<file path="config.mk">
export PLATFORM = sky130hd
export DESIGN_NAME = admm_iteration_scheduler
export DESIGN_NICKNAME = d
export VERILOG_FILES = /design/src/rtl/admm_ctrl_pkg.sv /design/src/rtl/stage_handshake.sv /design/src/rtl/admm_iteration_scheduler.sv
export SDC_FILE = /design/constraint.sdc
export NUM_CORES = 1
export LEC_CHECK = 0
export BUFFER_PORTS_ARGS = -buffer_cell sky130_fd_sc_hd__buf_2
export CAP_MARGIN = 20
export CORE_UTILIZATION = 55
export CTS_BUF_LIST = sky130_fd_sc_hd__clkbuf_16
export DETAILED_ROUTE_END_ITERATION = 8
export PLACE_DENSITY = 0.83
export SYNTH_ARGS = -nofsm -noshare
export SYNTH_HDL_FRONTEND = slang
export SYNTH_SLANG_ARGS = --single-unit
</file>
<file path="constraint.sdc">
create_clock -name clk -period 3.3 [get_ports clk]
set_input_delay 0.495 -clock clk [delete_from_list [all_inputs] [get_ports clk]]
set_output_delay 0.495 -clock clk [all_outputs]
set_load 0.01 [all_outputs]
</file>
<file path="src/rtl/admm_ctrl_pkg.sv">
// admm_ctrl_pkg: shared types for the ADMM iteration scheduler.
// Scheduler states, stage ids, handshake phases and helpers.
package admm_ctrl_pkg;

    typedef enum logic [2:0] {
        S_IDLE,
        S_PRIMAL,
        S_SLACK,
        S_DUAL,
        S_RESID,
        S_FINISH,
        S_DRAIN
    } sched_state_e;

    typedef enum logic [1:0] {
        STG_PRIMAL,
        STG_SLACK,
        STG_DUAL,
        STG_RES
    } stage_e;

    typedef enum logic {
        PH_REQ,
        PH_REL
    } phase_e;

    localparam int NUM_STAGES = 4;
    localparam int CHK_WIDTH  = 8;

    function automatic stage_e stage_of(input sched_state_e s);
        case (s)
            S_SLACK: stage_of = STG_SLACK;
            S_DUAL:  stage_of = STG_DUAL;
            S_RESID: stage_of = STG_RES;
            default: stage_of = STG_PRIMAL;
        endcase
    endfunction

endpackage

</file>
<file path="src/rtl/stage_handshake.sv">
// stage_handshake: REQ/REL start/done sequencing plus watchdog
// for whichever iteration stage the scheduler currently owns.
module stage_handshake
    import admm_ctrl_pkg::*;
#(
    parameter int                    WDOG_WIDTH = 20,
    parameter logic [WDOG_WIDTH-1:0] WDOG_LIMIT = 20'hFFFFF
) (
    input  logic clk,
    input  logic rst,
    input  logic go,
    input  logic kill,
    input  logic done,
    output logic start,
    output logic complete,
    output logic timeout
);

    logic                  active;
    phase_e                phase;
    logic [WDOG_WIDTH-1:0] wdog;

    // Start is held through REQ; completion is done seen low in REL.
    always_comb begin
        start    = active && (phase == PH_REQ);
        complete = active && (phase == PH_REL) && !done;
        timeout  = active && !complete
                   && (wdog == WDOG_LIMIT - 1'b1);
    end

    // Phase tracking and watchdog count for the outstanding stage.
    always_ff @(posedge clk) begin
        if (rst || kill) begin
            active <= 1'b0;
            phase  <= PH_REQ;
            wdog   <= '0;
        end else if (go) begin
            active <= 1'b1;
            phase  <= PH_REQ;
            wdog   <= '0;
        end else if (active) begin
            if (complete || timeout) begin
                active <= 1'b0;
                phase  <= PH_REQ;
            end else begin
                wdog <= wdog + 1'b1;
                if ((phase == PH_REQ) && done) begin
                    phase <= PH_REL;
                end
            end
        end
    end

endmodule

</file>
<file path="src/rtl/admm_iteration_scheduler.sv">
// admm_iteration_scheduler: sequences primal, slack, dual and residual
// stages of one ADMM solve; owns iteration, bank select and termination.
module admm_iteration_scheduler
    import admm_ctrl_pkg::*;
#(
    parameter int                    ITER_WIDTH     = 16,
    parameter int                    CHECK_INTERVAL = 1,
    parameter int                    WDOG_WIDTH     = 20,
    parameter logic [WDOG_WIDTH-1:0] WDOG_LIMIT     = 20'hFFFFF
) (
    input  logic                  clk,
    input  logic                  rst,
    input  logic                  solve_start,
    input  logic                  abort,
    input  logic [ITER_WIDTH-1:0] max_iter,
    output logic                  primal_start,
    input  logic                  primal_done,
    output logic                  slack_start,
    input  logic                  slack_done,
    output logic                  dual_start,
    input  logic                  dual_done,
    output logic                  res_start,
    input  logic                  res_done,
    input  logic                  res_converged,
    output logic                  z_bank_sel,
    output logic [ITER_WIDTH-1:0] iter_count,
    output logic                  busy,
    output logic                  solve_done,
    output logic                  converged,
    output logic                  timed_out,
    output logic                  stage_error
);

    localparam logic [CHK_WIDTH-1:0] CHK_LAST =
        CHK_WIDTH'(CHECK_INTERVAL - 1);

    sched_state_e          state;
    sched_state_e          state_n;
    logic [ITER_WIDTH-1:0] max_q;
    logic [ITER_WIDTH-1:0] iter_next;
    logic [CHK_WIDTH-1:0]  chk_cnt;
    logic                  res_conv_q;
    logic [NUM_STAGES-1:0] done_vec;
    stage_e                cur_stg;
    logic                  hs_done;
    logic                  hs_go;
    logic                  hs_kill;
    logic                  hs_start;
    logic                  hs_complete;
    logic                  hs_timeout;
    logic                  accept;
    logic                  iter_inc;
    logic                  set_conv;
    logic                  set_to;
    logic                  set_err;
    logic                  cap_res;
    logic                  check_due;

    // Route the done input of the owning stage to the shared handshake.
    always_comb begin
        done_vec = {res_done, dual_done, slack_done, primal_done};
        cur_stg  = stage_of(state);
        hs_done  = done_vec[cur_stg];
    end

    stage_handshake #(
        .WDOG_WIDTH (WDOG_WIDTH),
        .WDOG_LIMIT (WDOG_LIMIT)
    ) u_hs (
        .clk      (clk),
        .rst      (rst),
        .go       (hs_go),
        .kill     (hs_kill),
        .done     (hs_done),
        .start    (hs_start),
        .complete (hs_complete),
        .timeout  (hs_timeout)
    );

    // Demultiplex the shared start onto the stage that owns it.
    always_comb begin
        primal_start = hs_start && (state == S_PRIMAL);
        slack_start  = hs_start && (state == S_SLACK);
        dual_start   = hs_start && (state == S_DUAL);
        res_start    = hs_start && (state == S_RESID);
        busy         = (state != S_IDLE);
        solve_done   = (state == S_FINISH);
    end

    // Next state and control strobes; abort beats timeout beats completion.
    always_comb begin
        state_n   = state;
        hs_go     = 1'b0;
        hs_kill   = 1'b0;
        accept    = 1'b0;
        iter_inc  = 1'b0;
        set_conv  = 1'b0;
        set_to    = 1'b0;
        set_err   = 1'b0;
        iter_next = iter_count + 1'b1;
        check_due = (chk_cnt == CHK_LAST) || (iter_next == max_q);
        cap_res   = (state == S_RESID) && hs_start && hs_done;
        case (state)
            S_IDLE: begin
                if (solve_start) begin
                    accept = 1'b1;
                    if (max_iter == '0) begin
                        set_to  = 1'b1;
                        state_n = S_FINISH;
                    end else begin
                        hs_go   = 1'b1;
                        state_n = S_PRIMAL;
                    end
                end
            end
            S_PRIMAL, S_SLACK, S_DUAL, S_RESID: begin
                if (abort) begin
                    hs_kill = 1'b1;
                    state_n = S_DRAIN;
                end else if (hs_timeout) begin
                    set_err = 1'b1;
                    state_n = S_DRAIN;
                end else if (hs_complete) begin
                    hs_go = 1'b1;
                    case (state)
                        S_PRIMAL: state_n = S_SLACK;
                        S_SLACK:  state_n = S_DUAL;
                        S_DUAL: begin
                            iter_inc = (iter_count != max_q);
                            state_n  = check_due ? S_RESID : S_PRIMAL;
                        end
                        default: begin
                            if (res_conv_q) begin
                                hs_go    = 1'b0;
                                set_conv = 1'b1;
                                state_n  = S_FINISH;
                            end else if (iter_count == max_q) begin
                                hs_go   = 1'b0;
                                set_to  = 1'b1;
                                state_n = S_FINISH;
                            end else begin
                                state_n = S_PRIMAL;
                            end
                        end
                    endcase
                end
            end
            S_FINISH: begin
                if (!solve_start) begin
                    state_n = S_IDLE;
                end
            end
            S_DRAIN: begin
                if ((done_vec == '0) && !solve_start) begin
                    state_n = S_IDLE;
                end
            end
            default: state_n = S_IDLE;
        endcase
    end

    // State register plus iteration, cadence and result bookkeeping.
    always_ff @(posedge clk) begin
        if (rst) begin
            state       <= S_IDLE;
            max_q       <= '0;
            iter_count  <= '0;
            z_bank_sel  <= 1'b0;
            chk_cnt     <= '0;
            res_conv_q  <= 1'b0;
            converged   <= 1'b0;
            timed_out   <= 1'b0;
            stage_error <= 1'b0;
        end else begin
            state <= state_n;
            if (accept) begin
                max_q       <= max_iter;
                iter_count  <= '0;
                chk_cnt     <= '0;
                converged   <= 1'b0;
                timed_out   <= 1'b0;
                stage_error <= 1'b0;
            end
            if (iter_inc) begin
                iter_count <= iter_next;
                z_bank_sel <= ~z_bank_sel;
                chk_cnt    <= (chk_cnt == CHK_LAST) ? '0 : chk_cnt + 1'b1;
            end
            if (hs_go || accept) begin
                res_conv_q <= 1'b0;
            end else if (cap_res) begin
                res_conv_q <= res_converged;
            end
            if (set_conv) begin
                converged <= 1'b1;
            end
            if (set_to) begin
                timed_out <= 1'b1;
            end
            if (set_err) begin
                stage_error <= 1'b1;
            end
        end
    end

endmodule

</file>
==> results of run 1 <==
[path summary, 6_finish.rpt]
check | slack [ns] | to
min reg2reg | 0.45 | u_hs.phase$_SDFFE_PP0P_
min | 0.42 | max_q[1]$_SDFFE_PP0P_
max reg2reg | 0.39 | chk_cnt[2]$_SDFFE_PP0P_
max | 0.39 | chk_cnt[2]$_SDFFE_PP0P_
[registers in the layout, indices dropped and copies added, names as in the netlist, 3 cells and up]
| register | count |
|---|---|
| max_q | 16 |
| iter_count | 16 |
| chk_cnt | 8 |
| u_hs.wdog | 20 |
| state | 3 |
[cells in the mapped netlist, drive strengths merged (4+ instances only)]
| cell | count | area, um^2 |
|---|---|---|
| a211oi | 6 | 45.0 |
| a21oi | 43 | 219 |
| a311oi | 5 | 43.8 |
| a31oi | 6 | 37.5 |
| and3 | 12 | 80.1 |
| and4 | 7 | 61.3 |
| buf | 17 | 124 |
| clkbuf | 8 | 30.0 |
| dfxtp | 70 | 1400 |
| ha | 5 | 62.6 |
| inv | 10 | 37.5 |
| nand2 | 65 | 251 |
| nand2b | 6 | 37.5 |
| nand3 | 23 | 125 |
| nand4 | 12 | 75.1 |
| nor2 | 52 | 195 |
| nor3 | 15 | 80.1 |
| nor4 | 10 | 98.8 |
| o211a | 4 | 40.0 |
| o211ai | 4 | 35.0 |
| o21ai | 10 | 50.1 |
| or3 | 6 | 42.5 |
| xnor2 | 22 | 200 |
| xor2 | 27 | 236 |
[cell families after synthesis]
kind of cell	after synthesis	share of synthesized area, %
AOI/OAI and AO/OA	99	16.9
muxes	5	1.29
xor gates and xnor gates	49	10.7
adders and majority gates	5	1.54
DFF	70	34.4
and+or+nand+nor	229	30.2
buffers and inverters	36	4.94
[per-stage QoR]
step / instance area, um^2 / util, %
CTS: 4640 / 64.3
global placement: 4320 / 59.9
detailed placement: 4320 / 59.9
floorplan: 4080 / -
global route: 4640 / 64.3
finish: 4640 / 64.3
[worst max-delay path: cells and delay by family (launching register included)]
kind             cells  cell delay [ns]
AND/OR/NAND/NOR      3             0.80
XOR/XNOR             1             0.20
AO/OA/AOI/OAI        3             1.32
flip-flops           1             0.45
[power by group through the flow]
stage / clock network, uW / logic, uW / registers, uW
finish: 1010 / 752 / 1020
global route: 1060 / 823 / 1030
floorplan: 0 / 618 / 984
detailed placement: 0 / 731 / 1030
CTS: 1020 / 741 / 1010
global placement: 0 / 717 / 1020
[area by class of cell]
type                       instances  area [um^2]  share of cell area [%]
clock buffer                       9          225                    4.86
sequential                        70         1400                    30.2
inverter                          10         37.5                   0.809
timing repair buffer              55          288                    6.21
tap                               99          124                    2.67
clock inverter                     7         88.8                    1.92
multi-input combinational        387         2470                    53.3
[layer usage]
layer  GRT usage, %  wire, um  vias to the layer above
met1           34.9      4290                     1749
met5              0         0                        -
met2           43.1      4660                      153
li1               -         -                     1845
met4           8.80       165                        0
met3           6.50       721                       19
==> metrics.cfg, run 1 <==
[sta]
rsz0062_at_grt=false
fin_crit_ns=2.91
setup_tns_ns=0
final.setup.worst_slack_ns=0.392
achievable-frequency_ghz=0.344
fin_skew_ns=0.00652
slew_headroom_pct=29.1
tightest_slew_ns=1.06
final_hold_viol_count=0
min_period_over_period_pct=88.1
setup_viol=0
fin_hold_ws_ns=0.416
finalMaxSlewViolations=0

[synth]
ys_types=72
synth_top_flop_cell=dfxtp_1
syn-cell-area_um2=4080
synthesis.nets=523
syn-instance-count=493
synth-seq-area-share_pct=34.4
async_flop_share_pct=0
ys_ff_latch=70
syn_avg_cell_area_um2=8.27
yosysWarnings=0
synth_edf_count=0

[setup_path]
cp_cell_sequence=xnor2_1 > nand2_1 > or4_1 > o211ai_2 > a21oi_2 > a21oi_1 > nor3_1
cp-startpoint=iter_count[0]$_SDFFE_PP0P_
worstPathArrival_ns=3.11
cpMaxStageDelayCell=o211ai_2
worstSetupStartpointType=flop
reg2reg_depth=7
cp_max_fo=22
slowest_delay_ns=0.88
endpoint_kind=flop
rr_startpoint=iter_count[0]$_SDFFE_PP0P_
worst_ep_required_time_ns=3.50
worstSetupPathType=reg -> reg

[global_route]
grt_pass1_vias=3415
grt_first_pass_wirelength_mm=16.0
grtUsageTotal_pct=26.6
grt_overflow=0
antenna_found_initial=0
grt_max_degree=40

[drt]
wl_per_cell_um=15.4
drt_iter0_markers=260
vias=3766
post_drt_via_cell_ratio=5.91
drc=0
wirelength_mm=9.83
firstDrtPassIters=5
ant_nets=0

[power]
power_frac_comb_pct=27.1
internal_power_uw=1860
netSwitchingFraction_pct=33.0
total_power_uw=2780
switching_power_uw=915
peakVddDrop_uv=385
power_density_nw_per_um2=599
pwr-share-seq_pct=36.6
p_leak_uw=0.00173
p_clk_share_pct=36.3

[placed_design]
dp_hpwl_mm=6.93
io_buffers=50
post-place-cells=621
gp_congestion=0.924
pre_cts_ws_ns=0.477

[clock_tree]
cts_made_buffers=9
htreeDepth=3
clkSinkCount=70
cts_resized=0
cts_buffer_depth=2
post_cts_buffers=0
cts_tree=done
postCtsHoldBufs=0
cts_root_buf=clkbuf_16
clk_pin_slew_ns=0.06
insertion_delay_ns=0.33

[worst_hold_path]
hp-class=in -> reg
holdCritStartpoint=max_iter[1]
worstHoldPathCells=3

[die]
die_x_um=88.1
start_util_pct=56.5
core_um2=7210
die_y_um=88.1
rows=31
die_area_um2=7760
io_pins=51

[finish]
drive_above_1_share_pct=17.7
fillers=611
diodes=0
area_growth_pct=13.8
final_common_cell=dfxtp_1
instances_no_fill=637
finalNetCount=563
mostFrequentLayoutCells=dfxtp_1 (70), nand2_1 (64), nor2_1 (52)

[outcome]
status=finished clean

[run]
drv_cap=0

Power figures use the tool's default switching activity.
==> run 2: changes to the inputs <==
--- a/config.mk
+++ b/config.mk
@@ -5,6 +5,7 @@
 export SDC_FILE = /design/constraint.sdc
 export NUM_CORES = 1
 export LEC_CHECK = 0
+export ABC_AREA = 1
 export BUFFER_PORTS_ARGS = -buffer_cell sky130_fd_sc_hd__buf_2
 export CAP_MARGIN = 20
 export CORE_UTILIZATION = 55
==> metrics.cfg, run 2 <==
[drt]
wl_per_cell_um=13.8  ; was 15.4 um
wirelength_mm=11.6  ; was 9.83 mm
firstDrtPassIters=5  ; unchanged
vias=4660  ; was 3766
drc=0  ; unchanged
post_drt_via_cell_ratio=5.54  ; was 5.91
ant_nets=0  ; unchanged
drt_iter0_markers=372  ; was 260

[die]
die_area_um2=8400  ; was 7760 um^2
io_pins=51  ; unchanged
die_y_um=91.7  ; was 88.1 um
start_util_pct=56.9  ; was 56.5%
die_x_um=91.7  ; was 88.1 um
core_um2=7770  ; was 7210 um^2
rows=32  ; was 31

[synth]
yosysTopAreaCellShare_pct=31.7  ; was 34.4%
synthTopCellsByArea=dfxtp_1 (32%), nand2_1 (16%), nor2_1 (8.8%)  ; was dfxtp_1 (34%), nand2_1 (5.9%), xor2_1 (5.8%)
syn-instance-count=692  ; was 493
synth-seq-area-share_pct=31.7  ; was 34.4%
synthesis.nets=722  ; was 523
synth.top_cells.by_count=nand2_1 (185), nor2_1 (104), inv_1 (71)  ; was dfxtp_1 (70), nand2_1 (64), nor2_1 (52)
synth_top_flop_cell=dfxtp_1  ; unchanged
synth_most_common_cell=nand2_1  ; was dfxtp_1
synthAdderAreaFrac_pct=1.41  ; was 1.54%
yosys.area_share.simple_pct=39.0  ; was 30.2%
synth_edf_count=0  ; unchanged
ys_types=40  ; was 72
synth_compound_area_share_pct=11.4  ; was 16.9%
syn_avg_cell_area_um2=6.39  ; was 8.27 um^2
ys_ff_latch=70  ; unchanged
synth_top_family_by_area=simple AND/OR/NAND/NOR gates  ; unchanged
async_flop_share_pct=0  ; unchanged
syn-cell-area_um2=4420  ; was 4080 um^2
synth_top_area_cell=dfxtp_1  ; unchanged
muxShareOfSynthArea_pct=0  ; was 1.29%
yosysWarnings=0  ; unchanged
synth_xor_area_share_pct=6.73  ; was 10.7%

[setup_path]
cp_max_fo=21  ; was 22
rr_startpoint=state[1]$_SDFFE_PP0P_  ; was iter_count[0]$_SDFFE_PP0P_
cpMaxStageDelayCell=o211ai_2  ; unchanged
worstSetupPathType=reg -> reg  ; unchanged
endpoint_kind=flop  ; unchanged
cp_cell_sequence=nor2_1 > nand2_1 > nand2_2 > o211ai_2 > nand4_4 > inv_2 > nand2_1 > o211ai_2 > a21oi_1  ; was xnor2_1 > nand2_1 > or4_1 > o211ai_2 > a21oi_2 > a21oi_1 > nor3_1
worstPathArrival_ns=2.64  ; was 3.11 ns
worstSetupStartpointType=flop  ; unchanged
cp-startpoint=state[1]$_SDFFE_PP0P_  ; was iter_count[0]$_SDFFE_PP0P_
worst_ep_required_time_ns=3.48  ; was 3.50 ns
slowest_delay_ns=0.77  ; was 0.88 ns

[finish]
drive_above_1_share_pct=12.4  ; was 17.7%
reg_top3=u_hs.wdog x20, iter_count x16, max_q x16  ; unchanged
diodes=0  ; unchanged
largest_reg_flops=20  ; unchanged
finalNetCount=764  ; was 563
fillers=716  ; was 611
final_common_cell=nand2_1  ; was dfxtp_1
area_growth_pct=11.5  ; was 13.8%
mostFrequentLayoutCells=nand2_1 (185), nor2_1 (104), inv_1 (72)  ; was dfxtp_1 (70), nand2_1 (64), nor2_1 (52)
final_util_pct=63.5  ; was 64.3%
regMostFlops=u_hs.wdog  ; unchanged

[sta]
fin_skew_ns=0.00649  ; was 0.00652 ns
setup_tns_ns=0  ; unchanged
finalMaxSlewViolations=0  ; unchanged
tightest_slew_ns=0.934  ; was 1.06 ns
min_period_over_period_pct=74.5  ; was 88.1%
fin_crit_ns=2.46  ; was 2.91 ns
slew_headroom_pct=37.5  ; was 29.1%
rsz0062_at_grt=false  ; unchanged
setup_viol=0  ; unchanged
final_hold_viol_count=0  ; unchanged
achievable-frequency_ghz=0.407  ; was 0.344 GHz

[outcome]
status=finished clean  ; unchanged

[global_route]
grt_first_pass_wirelength_mm=19.4  ; was 16.0 mm
grt_max_degree=28  ; was 40
grtUsageTotal_pct=28.6  ; was 26.6%
grt_pass1_vias=4435  ; was 3415
antenna_found_initial=0  ; unchanged
grt_overflow=0  ; unchanged

[placed_design]
dp_hpwl_mm=8.37  ; was 6.93 mm
io_buffers=50  ; unchanged
gp_congestion=1.01  ; was 0.924

[clock_tree]
htreeDepth=3  ; unchanged
clkSinkCount=70  ; unchanged
postCtsHoldBufs=0  ; unchanged
insertion_delay_ns=0.34  ; was 0.33 ns
cts_made_buffers=9  ; unchanged
cts_resized=0  ; unchanged
clk_pin_slew_ns=0.06  ; about the same
cts_buffer_depth=2  ; unchanged
post_cts_buffers=0  ; unchanged
cts_root_buf=clkbuf_16  ; unchanged
cts_tree=done  ; unchanged

[power]
p_leak_uw=0.00213  ; was 0.00173 uW
power_density_nw_per_um2=601  ; was 599 nW/um^2
peakVddDrop_uv=297  ; was 385 uV

[worst_hold_path]
holdCritStartpoint=max_iter[9]  ; was max_iter[1]
hp-class=in -> reg  ; unchanged

[run]
drv_cap=0  ; unchanged

## run 2: per-layer routing
metal  share of wire, %  GRT usage (%)  routed length, um  vias to the layer above
li1                   -              -                  -                     2301
met1                 43           36.3               5040                     2119
met5                  0              0                  0                        -
met2                 46           46.9               5390                      201
met4                2.4           11.4                284                        0
met3                7.8           6.72                902                       39
## run 2: cells by family after synthesis
| family | after synthesis |
|---|---|
| AOI/OAI and AO/OA | 93 |
| buffers and inverters | 99 |
| adders and majority gates | 5 |
| and+or+nand+nor | 391 |
| DFF | 70 |
| xor gates and xnor gates | 34 |
## run 2: per-stage QoR
stage / area [um^2] / hold slack (ns) / setup WS [ns] / std cells / total power, uW
2_1_floorplan: 4420 / 0.439 / 1.45 / 692 / 1890
3_3_place_gp: 4670 / 0.437 / 1.01 / 825 / 2070
3_5_place_dp: 4670 / 0.451 / 0.847 / 825 / 2090
4_1_cts: 4930 / 0.409 / 0.827 / 841 / 2940
5_1_grt: 4930 / 0.425 / 0.557 / 841 / 3150
6_report: 4930 / 0.402 / 0.842 / 841 / 2960
## run 2: final timing paths
kind                                                    to  slack [ns]  cells past startpoint
worst min-delay path                 max_q[9]$_SDFFE_PP0P_        0.40                      3
worst min register to register      timed_out$_SDFFE_PP0P_        0.46                      2
worst max-delay path            u_hs.wdog[15]$_SDFFE_PP0P_        0.84                      9
worst max register to register  u_hs.wdog[15]$_SDFFE_PP0P_        0.84                      9
## run 2: layout make-up
class,instances,area [um^2],area share [%]
multi-input combinational,523,2590,52.5
sequential,70,1400,28.4
inverter,79,299,6.07
timing repair buffer,51,258,5.23
clock buffer,9,225,4.57
tap,102,128,2.59
clock inverter,7,32.5,0.660
## run 2: critical path, delay by kind of cell, from the launching register on
| kind | cells | cell delay (ns) |
|---|---|---|
| AND/OR/NAND/NOR | 5 | 0.57 |
| flip-flops | 1 | 0.53 |
| AO/OA/AOI/OAI | 3 | 1.07 |
| buffers and inverters | 1 | 0.11 |
## run 2: report_power, final
part	internal [uW]	switching [uW]
sequential	945	101
combinational	324	732
clock	495	367
total	1760	1200
==> run 3: changes to the inputs <==
--- a/config.mk
+++ b/config.mk
@@ -8,7 +8,7 @@
 export ABC_AREA = 1
 export BUFFER_PORTS_ARGS = -buffer_cell sky130_fd_sc_hd__buf_2
 export CAP_MARGIN = 20
-export CORE_UTILIZATION = 55
+export CORE_UTILIZATION = 53
 export CTS_BUF_LIST = sky130_fd_sc_hd__clkbuf_16
 export DETAILED_ROUTE_END_ITERATION = 8
 export PLACE_DENSITY = 0.83
==> constraint.sdc (replaced) <==
create_clock -name clk -period 2.2 [get_ports clk]
set_input_delay 0.33 -clock clk [delete_from_list [all_inputs] [get_ports clk]]
set_output_delay 0.33 -clock clk [all_outputs]
set_load 0.01 [all_outputs]
==> metrics.cfg, run 3 (synthesis gave the netlist of run 2 again) <==
[finish]
fillers=718  ; was 716
regMostFlops=u_hs.wdog  ; unchanged
area_growth_pct=16.4  ; was 11.5%
multi_input_area_um2=2600  ; was 2590 um^2
reg_top3=u_hs.wdog x20, iter_count x16, max_q x16  ; unchanged
final_common_cell=nand2_1  ; unchanged
diodes=0  ; unchanged
mostFrequentLayoutCells=nand2_1 (185), nor2_1 (103), inv_1 (73)  ; was nand2_1 (185), nor2_1 (104), inv_1 (72)
largest_reg_flops=20  ; unchanged
drive_above_1_share_pct=15.5  ; was 12.4%
finalNetCount=785  ; was 764
final_util_pct=65.2  ; was 63.5%
seqCellArea_um2=1410  ; was 1400 um^2

[setup_path]
critPathBufInv=2  ; was 1
crit_family=simple AND/OR/NAND/NOR gates  ; was compound AO/OA/AOI/OAI gates
cp_max_fo=19  ; was 21
cpMaxStageDelayCell=dfxtp_1  ; was o211ai_2
cp_cell_sequence=buf_4 > xor2_1 > nor3_1 > nand4_1 > nor2_2 > nor3_2 > nand2_4 > inv_4 > nor2_8 > nand2_1 > a21oi_1  ; was nor2_1 > nand2_1 > nand2_2 > o211ai_2 > nand4_4 > inv_2 > nand2_1 > o211ai_2 > a21oi_1
worst_ep_required_time_ns=2.46  ; was 3.48 ns
worstPathArrival_ns=2.30  ; was 2.64 ns
reg2reg_depth=11  ; was 9
worstSetupStartpointType=flop  ; unchanged
rr_startpoint=iter_count[0]$_SDFFE_PP0P_  ; was state[1]$_SDFFE_PP0P_
endpoint_kind=flop  ; unchanged
cp-startpoint=iter_count[0]$_SDFFE_PP0P_  ; was state[1]$_SDFFE_PP0P_
worstSetupPathType=reg -> reg  ; unchanged
crit_cells=11  ; was 9
slowest_delay_ns=0.31  ; was 0.77 ns

[global_route]
grt_overflow=0  ; unchanged
grt_max_degree=24  ; was 28
grtUsageTotal_pct=29.4  ; was 28.6%
grt_first_pass_wirelength_mm=20.3  ; was 19.4 mm
antenna_found_initial=0  ; unchanged
grt_pass1_vias=4541  ; was 4435

[clock_tree]
cts_root_buf=clkbuf_16  ; unchanged
post_cts_buffers=0  ; unchanged
insertion_delay_ns=0.34  ; about the same
cts_resized=0  ; unchanged
htreeDepth=3  ; unchanged
postCtsHoldBufs=0  ; unchanged
cts_buffer_depth=2  ; unchanged
cts_made_buffers=9  ; unchanged
clkSinkCount=70  ; unchanged
clk_pin_slew_ns=0.06  ; about the same
cts_tree=done  ; unchanged

[placed_design]
dp_hpwl_mm=8.85  ; was 8.37 mm
gp_congestion=1.01  ; about the same
io_buffers=50  ; unchanged
pre_cts_ws_ns=0.0909  ; was 0.847 ns

[drt]
post_drt_via_cell_ratio=5.45  ; was 5.54
drc=0  ; unchanged
ant_nets=0  ; unchanged
firstDrtPassIters=5  ; unchanged
drt_iter0_markers=245  ; was 372
vias=4696  ; was 4660
wl_per_cell_um=13.8  ; about the same
wirelength_mm=11.9  ; was 11.6 mm

[sta]
min_period_over_period_pct=92.7  ; was 74.5%
setup_viol=0  ; unchanged
achievable-frequency_ghz=0.491  ; was 0.407 GHz
final_hold_viol_count=0  ; unchanged
rsz0062_at_grt=true  ; was false
slew_headroom_pct=45.5  ; was 37.5%
fin_skew_ns=0.00751  ; was 0.00649 ns
final.setup.worst_slack_ns=0.161  ; was 0.842 ns
fin_crit_ns=2.04  ; was 2.46 ns
tightest_slew_ns=0.809  ; was 0.934 ns
finalMaxSlewViolations=0  ; unchanged
setup_tns_ns=0  ; unchanged

[die]
core_um2=7890  ; was 7770 um^2
rows=32  ; unchanged
start_util_pct=56.1  ; was 56.9%
die_x_um=93.4  ; was 91.7 um
die_area_um2=8710  ; was 8400 um^2
die_y_um=93.4  ; was 91.7 um
io_pins=51  ; unchanged

[power]
p_leak_uw=0.00225  ; was 0.00213 uW
total_power_uw=4680  ; was 2960 uW
power_density_nw_per_um2=910  ; was 601 nW/um^2
peakVddDrop_uv=467  ; was 297 uV

[worst_hold_path]
hp-class=in -> reg  ; unchanged
worstHoldPathCells=3  ; unchanged
holdCritStartpoint=max_iter[8]  ; was max_iter[9]

[outcome]
status=finished clean  ; unchanged

[run]
drv_cap=0  ; unchanged

run 3: path summary, 6_finish.rpt:
path / endpoint / slack (ns)
worst max-delay path: iter_count[6]$_SDFFE_PP0P_ / 0.16
worst min-delay path: max_q[8]$_SDFFE_PP0P_ / 0.25
worst max register to register: iter_count[6]$_SDFFE_PP0P_ / 0.16
worst min register to register: max_q[10]$_SDFFE_PP0P_ / 0.47
run 3: power breakdown:
part           switching [uW]  leakage (uW)  internal [uW]  total (uW)
sequential                157      0.000569           1420        1580
combinational            1130       0.00154            570        1700
clock                     545      0.000143            859        1400
run 3: worst register-to-register path, delay by kind of cell (launching register included):
kind / cells / cell delay (ns)
simple gates: 7 / 1.13
compound gates: 1 / 0.14
buf+inv: 2 / 0.23
xor+xnor: 1 / 0.15
flops: 1 / 0.31
run 3: area by class of cell:
class	count	area share [%]
clock buffer	9	4.38
clock inverter	7	1.12
inverter	79	5.86
multi-input combinational	523	50.5
sequential	70	27.3
tap	102	2.48
timing repair buffer	72	8.32
run 3: metal layers:
layer | wire (um) | up-vias | GRT usage, %
met4 | 412 | 0 | 14.5
met3 | 636 | 41 | 4.63
met1 | 5280 | 2152 | 37.3
met2 | 5530 | 157 | 48.3
li1 | - | 2346 | -
met5 | 0 | - | 0
run 3: stage by stage:
stage	hold WS, ns	cell area, um^2	std cells
floorplan	0.433	4420	692
global route	0.255	5150	862
CTS	0.245	5120	862
detailed placement	0.462	4840	846
finish	0.246	5150	862
global placement	0.447	4840	846
